===== src/rtl/half_adder_pkg.sv =====
// Shared defaults and helpers for the multi-lane half adder.
package half_adder_pkg;

    localparam int DEFAULT_WIDTH = 1;
    localparam int DEFAULT_CNT_W = 16;

    // All-ones value of a w-bit counter, w in 1..32.
    function automatic logic [31:0] satMax(input int unsigned w);
        logic [32:0] full;
        full = (33'd1 << w) - 33'd1;
        return full[31:0];
    endfunction

    localparam logic [31:0] DEFAULT_SAT_MAX = satMax(DEFAULT_CNT_W);

endpackage


===== src/rtl/half_adder_cell.sv =====
// Single combinational half-adder lane.
module ha_cell (
    input  logic a,
    input  logic b,
    output logic s,
    output logic c
);

    assign s = a ^ b;
    assign c = a & b;

endmodule


===== src/rtl/half_adder.sv =====
// Registered array of independent half-adder lanes with a saturating
// count of accepted samples that produced any carry.
module half_adder
    import half_adder_pkg::*;
#(
    parameter int WIDTH = DEFAULT_WIDTH,
    parameter int CNT_W = DEFAULT_CNT_W
) (
    input  logic             clk,
    input  logic             rst,
    input  logic [WIDTH-1:0] a,
    input  logic [WIDTH-1:0] b,
    input  logic             in_valid,
    output logic [WIDTH-1:0] sum,
    output logic [WIDTH-1:0] carry,
    output logic             out_valid,
    output logic             carry_any,
    output logic [CNT_W-1:0] carry_cnt
);

    localparam logic [CNT_W-1:0] CNT_MAX = CNT_W'(satMax(CNT_W));

    logic [WIDTH-1:0] sum_d;
    logic [WIDTH-1:0] carry_d;
    logic [WIDTH-1:0] sum_q;
    logic [WIDTH-1:0] carry_q;
    logic             out_valid_q;
    logic             carry_any_q;
    logic [CNT_W-1:0] carry_cnt_q;

    for (genvar i = 0; i < WIDTH; i++) begin : g_lane
        ha_cell u_cell (
            .a (a[i]),
            .b (b[i]),
            .s (sum_d[i]),
            .c (carry_d[i])
        );
    end

    // Results hold while idle; only out_valid tracks in_valid every cycle.
    always_ff @(posedge clk) begin
        if (rst) begin
            sum_q       <= '0;
            carry_q     <= '0;
            out_valid_q <= 1'b0;
            carry_any_q <= 1'b0;
            carry_cnt_q <= '0;
        end else begin
            out_valid_q <= in_valid;
            if (in_valid) begin
                sum_q       <= sum_d;
                carry_q     <= carry_d;
                carry_any_q <= |carry_d;
                if ((|carry_d) && (carry_cnt_q != CNT_MAX)) begin
                    carry_cnt_q <= carry_cnt_q + CNT_W'(1);
                end
            end
        end
    end

    assign sum       = sum_q;
    assign carry     = carry_q;
    assign out_valid = out_valid_q;
    assign carry_any = carry_any_q;
    assign carry_cnt = carry_cnt_q;

endmodule


===== config.mk =====
export PLATFORM = sky130hd
export DESIGN_NAME = half_adder
export DESIGN_NICKNAME = d
export VERILOG_FILES = /design/src/rtl/half_adder_pkg.sv /design/src/rtl/half_adder_cell.sv /design/src/rtl/half_adder.sv
export SDC_FILE = /design/constraint.sdc
export NUM_CORES = 1
export LEC_CHECK = 0
export CORE_UTILIZATION = 40
export CTS_CLUSTER_SIZE = 12
export DETAILED_ROUTE_END_ITERATION = 12
export GPL_TIMING_DRIVEN = 0
export PLACE_DENSITY = 0.67
export SETUP_SLACK_MARGIN = 0.05
export SLEW_MARGIN = 0
export SYNTH_ARGS = -nofsm -noshare
export SYNTH_HDL_FRONTEND = slang
export SYNTH_SLANG_ARGS = --single-unit

===== constraint.sdc =====
create_clock -name clk -period 2.05 [get_ports clk]
set_input_delay 0.615 -clock clk [delete_from_list [all_inputs] [get_ports clk]]
set_output_delay 0.615 -clock clk [all_outputs]
set_load 0.005 [all_outputs]

======== After elaboration in Yosys (flattened, before gate mapping) ========
Cells that the tools add are included.
cells by class
  reduce and logical (&&, ||, !) cells .... 2
  eq/ne operators ......................... 1
  bitwise gates (word level) .............. 2
  $add $sub $neg .......................... 1
operator list
  cell                   count
  $add 16x1->16 const B  1
  $ne 16x16->1 const B   1
  $reduce_and 2->1       1
  $and 1x1->1            1
  $logic_and 1x1->1      1
  $xor 1x1->1            1
storage, ports and cells
  output and inout bits ................... 20
  bits of input ports ..................... 5
  logic and storage cells ................. 10
  flip-flop bits (word level) ............. 19

======== Logic depth before layout (Yosys ltp) ========
  depth after elaboration ................. 3
  depth in mapped cells ................... 6
  gate-level depth less buffers ........... 5

======== Modules after synthesis ========
From an unflattened synthesis, not the netlist that was laid out.
unflattened totals
  cell total of the unflattened synthesis .. 110
  area, all modules ....................... 950.9 um2
modules (own cells, without submodules)
  module      instances  sequential area each (um2)  area an instance (um2)  cells an instance
  half_adder  1          380.4                       938.4                   109
  ha_cell     1          0.0                         12.5                    1

======== Worst setup path before layout ========
No wires, ideal clock.
  path type ............................... input port to flip-flop
  start ................................... input a
  end ..................................... register carry_cnt_q[13], in the netlist carry_cnt[13]
  arrival time ............................ 1.757 ns
  path buffers ............................ 0
  setup time .............................. 0.070 ns
  required time ........................... 1.980 ns
  cell stages on the path ................. 5
  slack ................................... 0.223 ns
  cells stage by stage .................... ha_1 and4_1 nand4_1 or4_1 a21oi_1
on the way
  cells in the longest elaborated chain, start to end .. 3
ends and longest elaborated chain
  item                        line                   text
  from (decl)                 half_adder.sv:11       input logic [WIDTH-1:0] a,
  $and 1x1->1                 half_adder_cell.sv:10  assign c = a & b;
  $logic_and 1x1->1           half_adder.sv:54       if ((|carry_d) && (carry_cnt_q != CNT_MAX)) begin
  $reduce_and 2->1 (no line)  n/a
  to (signal assigned)        half_adder.sv:55       carry_cnt_q <= carry_cnt_q + CNT_W'(1);
  to (decl)                   half_adder.sv:29       logic [CNT_W-1:0] carry_cnt_q;
Every way passes these cells.
A chain may end at the register's enable or synchronous reset.

======== Worst setup path after layout ========
  start ................................... register carry_cnt_q[12], in the netlist carry_cnt[12]
  end ..................................... output carry_cnt[12]
RTL lines
  item       line              text
  to (decl)  half_adder.sv:18  output logic [CNT_W-1:0] carry_cnt
No word-level cell between the ends.

==> metrics.yaml <==
worst_slew_margin_rel: 0.664
drtIter0Drc: 10
wire_per_inst_um: 13.3
row_count: 17
max_stage_delay_ns: 0.54
intPower_uw: 473
power_density_nw_per_um2: 471
swShare: 0.232
clk_pin_slew_ns: 0.11
final_cells: 168
p_leak_uw: 0.000493
max_freq_mhz: 526
yosys.area.top_type: "dfxtp_1"
worst_hold_path_type: "reg -> reg"
pwr-share-comb: 0.075
drv_slew: 0
boundaryPins: 25
cts_hold_buf: 0
synth_seq_cells: 19
die-area_um2: 2590
grt.overflow.total: 0
grt_max_degree: 12
synth_warnings: 0
core_um2: 2230
syn_inst: 108
path_buf_inv: 1
min_period_ns: 1.90
fin_skew_ns: 0.00136
fp.dieH_um: 50.9
period_share: 0.928
fp.dieW_um: 50.9
worstPathRequired_ns: 1.43
via_per_inst: 5.54
drt_wl_total_um: 2240
floorplan.initialDensity: 0.428
status: "completed"
cts_root_buffer: "clkbuf_4"
finalSetupViolations: 0
clk_latency_ns: 0.29
remaining_drc_errors: 0
gr-usage-all-layers: 0.197
htree_levels: 1
first_pass_iters: 4
nets: 148
crit_chain: "clkdlybuf4s50_1"
dp.cells: 160
area_growth_pct: 36.8
clock_sinks: 19
end_kind: "output port"
grt_pass1_wl_um: 3820
crit_fanout: 7
syn_area_um2: 956
antenna_left: 0
ys_types: 30
dpl.hpwl_um: 1550
finalHoldViolations: 0
vias: 931
rsz0062_at_grt: "no"
vdd_drop_max_mv: 0.328
slowest_stage: "clkdlybuf4s50_1"
cpLargestDelayFamily: "buffers and inverters"
antenna_found_initial: 0
worstSetupPathType: "reg -> out"
postSynthAreaPerCell_um2: 8.85
synth_area_leaders: "dfxtp_1 (40%), a21oi_1 (6.8%), nand2_1 (4.7%)"
maxCapViolCount: 0
start_kind: "register"
p_sw_uw: 143
portBuffers: 24
cp.arrival_ns: 1.29
yosys.area.top_type_share: 0.398
grt_pass1_vias: 862
seqPwrFrac: 0.612
gp_congestion: 0.799
timing.setup.tns_ns: 0
p_clk_frac: 0.313
antenna_cells: 0
numCtsBuffers: 3
cts_tree: "yes"
timing.hold.ws_ns: 0.505
clock_path_buffers: 2
ys_seq_area_frac: 0.398
worst_slew_pin_slew_ns: 0.505
syn_nets: 115
drive_gt1_frac: 0.164
synth_stat cells (all sizes together):
cell type,n
dfxtp,19
a21oi,14
nand2,12
nor2,6
o21ai,5
o31ai,5
or3,5
or4,5
and3,4
buf,4
nand4,4
nand2b,3
nand3,3
nor2b,3
and4,2
ha,2
mux2,2
mux2i,2
nor3,2
a31oi,1
and2,1
clkbuf,1
nor4,1
o2111ai,1
xor2,1
per-stage QoR:
stage	instance area [µm²]	setup slack, ns	utilization	power (µW)
final	1310	0.147	0.585	615
after global routing	1310	0.0715	0.585	641
after CTS	1280	0.0558	0.573	624
after detailed placement	1230	-0.412	0.551	429
after global placement	1230	-0.414	0.551	428
after floorplan	956	0.223	-	404
timing repair:
action,4_1_cts,5_1_grt
buffers inserted,2,2
gates resized for setup,2,5
setup endpoints to repair,3,8
pin swaps,4,4
hold endpoints to repair,0,0
logic make-up after synthesis:
family                   Yosys count  share of synthesized area
AO/OA/AOI/OAI                     26                      0.158
XOR/XNOR                           1                    0.00916
adder cells (fa/ha/maj)            2                     0.0262
buffers and inverters              5                     0.0432
flip-flops                        19                      0.398
multiplexers                       4                     0.0484
AND/OR/NAND/NOR                   51                      0.317
flip-flops by register name, indices dropped and copies added, names as in the netlist:
name	flops
carry_any	1
carry_cnt	16
out_valid	1
sum	1
power by group through the flow:
stage,combinational (µW),clock (µW),sequential [µW]
floorplan,18.4,0,385
global placement,43.2,0,385
detailed placement,43.7,0,385
CTS,44.5,203,377
global route,50.7,213,377
finish,45.9,193,377
tightest hold or removal path, stage by stage (launching register included):
cell,delay [ns]
dfxtp_1,0.34
nand2b_1,0.07
a21oi_1,0.06
layer usage:
metal  part of all wire  vias to the layer above  track usage
li1                   -                      471            -
met1               0.45                      437        0.237
met2               0.51                       19        0.353
met3              0.027                        4       0.0327
met4              0.011                        0       0.0694
met5                  0                        -            0
layout by cell type, fill, tap and decap left out, types with 2 or more instances in the layout:
master / n
clkdlybuf4s50_1: 21
dfxtp_1: 19
a21oi_1: 12
nand2_1: 11
buf_4: 6
nor2_1: 6
o31ai_1: 5
or4_1: 5
o21ai_0: 5
and3_1: 4
nand4_1: 3
nand2b_1: 3
nor2b_1: 3
nand3_1: 3
or3_1: 3
clkbuf_4: 3
dlymetal6s2s_1: 3
buf_6: 2
nor3_1: 2
mux2i_1: 2
a21oi_2: 2
or3_2: 2
cell type report:
cell class | count | area [µm²]
plain buffers | 5 | 41.3
clock buffers | 3 | 22.5
clock inverters | 1 | 5.00
fillers | 223 | 926
multi-input cells | 84 | 546
flip-flops and latches | 19 | 380
well taps | 28 | 35.0
repair buffers | 28 | 278
worst paths after layout:
check,end,cells past startpoint,start,slack [ns]
worst min register to register,carry_any$_SDFFE_PP0P_,2,carry_any$_SDFFE_PP0P_,0.50
worst min-delay path,carry_any$_SDFFE_PP0P_,2,carry_any$_SDFFE_PP0P_,0.50
worst max-delay path,carry_cnt[12],1,carry_cnt[12]$_SDFFE_PP0P_,0.15
worst max register to register,carry_cnt[3]$_SDFFE_PP0P_,6,carry_cnt[0]$_SDFFE_PP0P_,0.27
(Power assumes the default switching activity.)
